==> config.mk <==
export PLATFORM = sky130hd
export DESIGN_NAME = core_dispatch_sched
export DESIGN_NICKNAME = d
export VERILOG_FILES = /design/src/rtl/core_dispatch_sched.sv
export SDC_FILE = /design/constraint.sdc
export NUM_CORES = 1
export LEC_CHECK = 0
export BUFFER_PORTS_ARGS = -buffer_cell sky130_fd_sc_hd__buf_2
export CAP_MARGIN = 20
export CORE_UTILIZATION = 50
export CTS_CLUSTER_SIZE = 10
export DETAILED_ROUTE_END_ITERATION = 7
export GPL_TIMING_DRIVEN = 0
export PLACE_DENSITY_LB_ADDON = 0.25
export SLEW_MARGIN = 20
export SYNTH_ARGS = -nofsm -noshare
export SYNTH_HDL_FRONTEND = slang
export SYNTH_SLANG_ARGS = --single-unit
==> constraint.sdc <==
create_clock -name clk -period 2.18 [get_ports clk]
set_input_delay 0.109 -clock clk [delete_from_list [all_inputs] [get_ports clk]]
set_output_delay 0.109 -clock clk [all_outputs]
set_load 0.02 [all_outputs]
==> src/rtl/core_dispatch_sched.sv <==
// Round-robin dispatcher that hands each FIFO execute request to one of two cores.
// It guards every run with a watchdog and keeps per-core completion counts.
module core_dispatch_sched #(
    parameter int unsigned TIMEOUT_CYCLES = 1024,
    parameter int unsigned TO_W           = 16,
    parameter int unsigned CNT_W          = 16
) (
    input  logic             clk,
    input  logic             reset,
    input  logic             p_en,
    input  logic [1:0]       core_ok,
    input  logic [1:0]       core_done,
    input  logic             clr_err,
    output logic [1:0]       core_en,
    output logic             sel,
    output logic             pin_di,
    output logic             busy,
    output logic             timeout_err,
    output logic [CNT_W-1:0] pkt_cnt0,
    output logic [CNT_W-1:0] pkt_cnt1
);

    typedef enum logic [4:0] {
        StIdle    = 5'b00001,
        StGrant   = 5'b00010,
        StRun     = 5'b00100,
        StRelease = 5'b01000,
        StDrain   = 5'b10000
    } state_e;

    localparam logic [TO_W-1:0] WdLast = TO_W'(TIMEOUT_CYCLES - 1);

    state_e           r_state;
    state_e           w_state_next;
    logic             r_sel;
    logic             r_rr;
    logic [1:0]       r_core_en;
    logic [TO_W-1:0]  r_wd;
    logic             r_err;
    logic [CNT_W-1:0] r_cnt0;
    logic [CNT_W-1:0] r_cnt1;

    logic w_pick;
    logic w_dispatch;
    logic w_done;
    logic w_wd_last;
    logic w_run_exit;
    logic w_timeout;
    logic w_pin_di;
    logic w_busy;

    // Prefer the round-robin core; fall back to the other one if it is unavailable.
    assign w_pick     = core_ok[r_rr] ? r_rr : ~r_rr;
    assign w_dispatch = p_en & (|core_ok);
    assign w_done     = core_done[r_sel];
    assign w_wd_last  = (r_wd == WdLast);
    assign w_run_exit = (r_state == StRun) & (w_done | w_wd_last);
    assign w_timeout  = (r_state == StRun) & ~w_done & w_wd_last;

    always_ff @(posedge clk or negedge reset) begin
        if (!reset) begin
            r_state <= StIdle;
        end else begin
            r_state <= w_state_next;
        end
    end

    always_comb begin
        w_state_next = r_state;
        unique case (r_state)
            StIdle:    if (w_dispatch) w_state_next = StGrant;
            StGrant:   w_state_next = StRun;
            StRun:     if (w_done || w_wd_last) w_state_next = StRelease;
            StRelease: w_state_next = StDrain;
            StDrain:   if (!p_en) w_state_next = StIdle;
            default:   w_state_next = StIdle;
        endcase
    end

    always_comb begin
        w_pin_di = (r_state == StRelease);
        w_busy   = (r_state != StIdle);
    end

    always_ff @(posedge clk or negedge reset) begin
        if (!reset) begin
            r_sel     <= 1'b0;
            r_rr      <= 1'b0;
            r_core_en <= 2'b00;
            r_wd      <= '0;
            r_err     <= 1'b0;
            r_cnt0    <= '0;
            r_cnt1    <= '0;
        end else begin
            if (r_state == StIdle && w_dispatch) begin
                r_sel <= w_pick;
            end

            if (r_state == StGrant) begin
                r_core_en <= r_sel ? 2'b10 : 2'b01;
                r_wd      <= '0;
            end else if (r_state == StRun) begin
                r_wd <= r_wd + TO_W'(1);
                if (w_run_exit) begin
                    r_core_en <= 2'b00;
                end
            end

            // Completion is accounted on the RUN exit edge so counts are visible in RELEASE.
            if (w_run_exit) begin
                r_rr <= ~r_sel;
                if (w_done) begin
                    if (r_sel) r_cnt1 <= r_cnt1 + CNT_W'(1);
                    else       r_cnt0 <= r_cnt0 + CNT_W'(1);
                end
            end

            if (w_timeout) begin
                r_err <= 1'b1;
            end else if (clr_err) begin
                r_err <= 1'b0;
            end
        end
    end

    assign core_en     = r_core_en;
    assign sel         = r_sel;
    assign pin_di      = w_pin_di;
    assign busy        = w_busy;
    assign timeout_err = r_err;
    assign pkt_cnt0    = r_cnt0;
    assign pkt_cnt1    = r_cnt1;

endmodule

# Yosys cells after proc, flatten, opt, wreduce, memory -nomap -nowiden
# Index checks and enable logic that the tools add are counted.
totals:
  output_inout_bits: 38
  register_bits: 58
  elab_cells: 58
  inputBits: 8
op_classes:
  magnitude_cmp: 2
  muxes: 17
  addsub: 3
  n_eq_ne: 10
  reduce_logical: 10
  bitwise_logic: 8
op_table:
  columns: ["op", "n"]
  rows:
  - ["16-bit by 1-bit adder with 16-bit output (second input constant)", 3]
  - ["16-bit two-way mux", 2]
  - ["5-bit case mux with 5 select lines", 1]
  - ["16-bit by 10-bit equality test with 1-bit output (second input constant)", 1]
  - ["5-bit two-way mux", 3]
  - ["3-bit AND reduction", 3]
  - ["2-bit two-way mux", 4]
  - ["1-bit two-way mux", 7]
  - ["2-bit nonzero test", 3]
  - ["5-bit by 1-bit equality test with 1-bit output (second input constant)", 1]
  - ["5-bit by 2-bit equality test with 1-bit output (second input constant)", 1]
  - ["5-bit by 3-bit equality test with 1-bit output (second input constant)", 1]
  - ["5-bit by 4-bit equality test with 1-bit output (second input constant)", 1]
  - ["5-bit equality test (second input constant)", 1]
  - ["5-bit by 1-bit inequality test with 1-bit output (second input constant)", 1]
  - ["1-bit bitwise AND", 4]
  - ["1-bit by 2-bit less-than comparator with 1-bit output (second input constant)", 2]
  - ["2-bit inequality test (second input constant)", 2]
  - ["1-bit inverter", 3]
  - ["2-bit by 1-bit inequality test with 1-bit output (second input constant)", 1]
  - ["2-bit AND reduction", 1]
  - ["2-bit OR reduction", 1]
  - ["1-bit logical AND", 1]
  - ["1-bit logical OR", 1]
  - ["1-bit bitwise OR", 1]

# Longest topological paths before layout
logic_depth:
  ltp_word: 7
  mapped_depth: 6
  ltp_nobuf: 5

# Worst setup path after synthesis
# Ideal clock, no wire load.
synth_timing:
  path_kind: "register -> register"
  start: "reg r_state[4]"
  end: "reg r_wd[9]"
  t_arrival_ps: 1951
  slack_ps: 151
  period_less_slack_ps: 2029
  stages_incl_launch_ff: 6
  required_ps: 2102
  setup_time_ps: 78
  n_path_buf: 1
  path_cell_list: "dfrtp_1 -> or3_4 -> or4_4 -> buf_6 -> or3_1 -> a21oi_1"
synth_via:
  elab_chain_len: 2
  elab_cells_between_ends: 4
  cone_classes: "2 x eq/ne; 1 x mux; 1 x reduce/logical"
synth_rtl:
  columns: ["item", "line", "source"]
  rows:
  - ["start: declaration", "33", "state_e r_state;"]
  - ["start signal: assignment", "62", "r_state <= StIdle;"]
  - ["start signal: assignment", "64", "r_state <= w_state_next;"]
  - ["5-bit by 2-bit equality test with 1-bit output or 5-bit by 3-bit equality test with 1-bit output (tied branches)", "99, 102", null]
  - ["16-bit two-way mux or 2-bit nonzero test (tied branches)", null, null]
  - ["end signal: assignment", "103", "r_wd <= r_wd + TO_W'(1);"]
  - ["end: declaration", "38", "logic [TO_W-1:0] r_wd;"]
# Several ways; a longest one is shown, not always the timed one.
# A chain may end at the register's enable or synchronous reset.

# Worst setup path after layout
layout_timing:
  start: "reg r_state[4]"
  end: "reg r_wd[5]"
# Same word-level chain as after synthesis.

==> impl_metrics.ini <==
[outcome]
status = finished clean

[power_and_ir_drop]
combinationalPowerShare_pct = 17.8
p_leak_nw = 1.65
power.internal_mw = 2.10
finalPower_mw = 2.96
p_seq_share_pct = 42.8
p_clk_share_pct = 39.4
p_switching_mw = 0.860
p_per_area_nw_per_um2 = 871
vdd_drop_max_v = 0.000676
p_sw_share_pct = 29.1

[cells_and_area]
syn_to_final_growth_pct = 23.2
antenna_cells = 0
final_util_pct = 65.2
fin_nets = 336
stdcell_area_sq_um = 3390
drive_gt1_share_pct = 24.8

[route]
route.antenna.remaining_nets = 0
avgRoutedWirePerCell_um = 14.3
dr.pass1.iters = 4
drt_iter0_markers = 117
viasPerCell = 5.51
via_count = 2205
drc = 0
wirelength_um = 5720

[yosys]
syn_nets = 275
ys_async_sr_fraction_pct = 100
synth_cells = 264
synthDistinctLibCells = 44
ys.flop_type = dfrtp_1
seq_area_frac_synth_pct = 52.7
ys_ff_latch = 58
yosysWarnings = 0
synth_edf_count = 0
synth.avg_cell_area_sq_um = 10.4
netlist_area_sq_um = 2760

[timing]
slew_headroom_pct = 51.8
layout_min_cycle_time_ns = 2.16
finalClockSkew_ns = 0.00777
finalSetupViolations = 0
layout_setup_ws_ns = 0.0199
hold_viol_final = 0
clock.fmax_mhz = 463
slew_violations = 0
max_slew.worst_pin.slew_ns = 0.723
fin_tns_setup_ns = 0
period_share_pct = 99.1

[global_route]
grt_pass1_vias = 2086
grt_use_total_pct = 21.5
grt_pass1_wl_um = 9700
grt_max_degree = 59
antenna_found_initial = 0
gr-total-overflow = 0

[hold_path]
hold_depth = 3
hold_path.class = in -> reg

[placement]
place_ws_ns = 0.0216
placed_cell_area_sq_um = 3070
place_congestion = 0.832
port_buffers = 45
hpwl_um = 3740

[floorplan]
io_pins = 46
num_rows = 26
dieHeight_um = 76.2
die_area_sq_um = 5810
core-area_sq_um = 5200
die_w_um = 76.2
start_util_pct = 52.9

[critical_path]
cp.required_ns = 2.46
endpoint = r_wd[5]
crit_slowest_cell = or4_4
cp.arrival_ns = 2.44
max_stage_delay_ns = 0.59
setup.worst_path.start = r_state[4]
worstPathMaxFanout = 7
regToRegStartpoint = r_state[4]
reg2reg_depth = 5
path_cells = or3_4 -> or4_4 -> buf_6 -> or4_4 -> nand2_1
r2r_slack_ns = 0.02
start_kind = flop
end_kind = flop
crit_type = reg -> reg
crit_path_frequent_cell = or4_4
reg2reg_to = r_wd[5]

[clock_network]
cts_max_path_buffers = 2
clk_pin_slew_ns = 0.06
cts_tree = yes
htree_levels = 3
cts_root_buf = clkbuf_8
clock_latency_ns = 0.34
cts.sinks = 58
cts_buffers = 9

[flow_run]
drv_cap = 0
==> per-layer routing <==
layer | global-route usage (%) | up-vias | wire (um)
li1 | - | 1066 | -
met4 | 9.81 | 0 | 108
met3 | 6.35 | 11 | 242
met1 | 28.0 | 1078 | 2670
met5 | 0 | - | 0
met2 | 33.0 | 50 | 2700
==> stage by stage <==
stage | hold WS (ns) | std cells
after floorplan | -0.187 | 264
after global placement | 0.291 | 379
after detailed placement | 0.222 | 379
after CTS | 0.0435 | 397
after global routing | 0.102 | 400
final | 0.0510 | 400
==> worst min path at each step <==
stage                        from     endpoint  slack [ns]
final                        p_en   r_state[1]        0.05
after global routing         p_en   r_state[1]        0.10
after CTS                    p_en   r_state[1]        0.04
after detailed placement    reset  pkt_cnt1[8]        0.22
after global placement    clr_err  timeout_err        0.29
after floorplan             reset   core_en[0]       -0.19
==> cell families (layout without fill, tap and decap cells) <==
group / after synthesis / after routing / synth area share (%)
flip-flops: 58 / 58 / 52.7
adder cells (fa/ha/maj): 3 / 3 / 1.36
multiplexers: 4 / 4 / 1.59
XOR/XNOR: 36 / 36 / 11.4
buffers and inverters: 15 / 81 / 2.32
AND/OR/NAND/NOR: 121 / 121 / 24.4
AO/OA/AOI/OAI: 27 / 27 / 6.18
==> power by group through the flow <==
stage	combinational [mW]	sequential (mW)	clock, mW
after detailed placement	0.495	1.28	0
final	0.526	1.27	1.16
after global placement	0.488	1.28	0
after CTS	0.505	1.26	1.19
after global routing	0.582	1.29	1.23
after floorplan	0.270	1.32	0
==> what timing repair did <==
action	4_1_cts	5_1_grt
pin swaps	0	10
hold buffers	2	0
setup buffers	0	2
resized for setup	1	10
gates cloned	0	1
endpoints found under the setup margin	1	16
hold endpoints to repair	58	0
==> state kept, by name, indices dropped and copies added (netlist names) <==
name and flops:
r_state 5, timeout_err 1, pkt_cnt0 16, core_en 2, r_wd 16, pkt_cnt1 16, r_rr 1, sel 1
==> cell type report <==
| type | instances | area, sq um |
|---|---|---|
| plain buffers | 6 | 30.0 |
| repair buffers | 50 | 268 |
| fillers | 427 | 1810 |
| clock buffers | 12 | 165 |
| well taps | 70 | 87.6 |
| clock inverters | 4 | 72.6 |
| inverters | 9 | 33.8 |
| multi-input cells | 191 | 1280 |
| flip-flops and latches | 58 | 1460 |
==> layout by cell type (no fill, tap or decap), types with 3 or more instances in the layout <==
cell      synthesis  routed
clkbuf_8          0      12
o21ai_0           7       7
buf_4             0       3
a21oi_1           8       6
clkbuf_1          5       5
and3_1            7       7
ha_1              3       3
nor4_1            3       3
inv_1             9       9
nand2b_1          3       3
and4_1            3       3
buf_2             0      45
xnor2_1          19      19
nand4_1          13      13
nand2_1          25      25
dfrtp_1          57      55
nand3_1          16      16
xor2_1           17      17
or3_1             4       3
nor2_1           16      16
nor4bb_1          3       3
or4_4             1       3
nor3_1            9       8
mux2_2            3       3
nor2b_1           3       3
==> critical path, delay by kind of cell (launching register included) <==
| kind | cells | cell delay, ns |
|---|---|---|
| simple gates | 4 | 1.48 |
| buf+inv | 1 | 0.15 |
| flops | 1 | 0.46 |
==> cell usage after synthesis (all sizes together), types with 2 or more instances <==
cell type,number,area (sq um)
a21oi,8,40.0
nor4b,2,17.5
nand4,13,81.3
dfrtp,57,1430
nor3,10,55.1
clkbuf,5,18.8
ha,3,37.5
mux2,3,33.8
xor2,17,149
nand2b,3,18.8
o211ai,2,15.0
and4,3,26.3
and2,3,18.8
or3,5,36.3
nor2,16,60.1
o21ai,7,35.0
nor3b,2,15.0
nor4bb,3,30.0
nand2,25,93.8
o31ai,2,15.0
or4,5,41.3
and3,7,43.8
nor4,3,18.8
xnor2,19,166
nor2b,3,18.8
nand3,16,80.1
inv,9,33.8
Note: power is estimated with default switching activity, not from simulation.
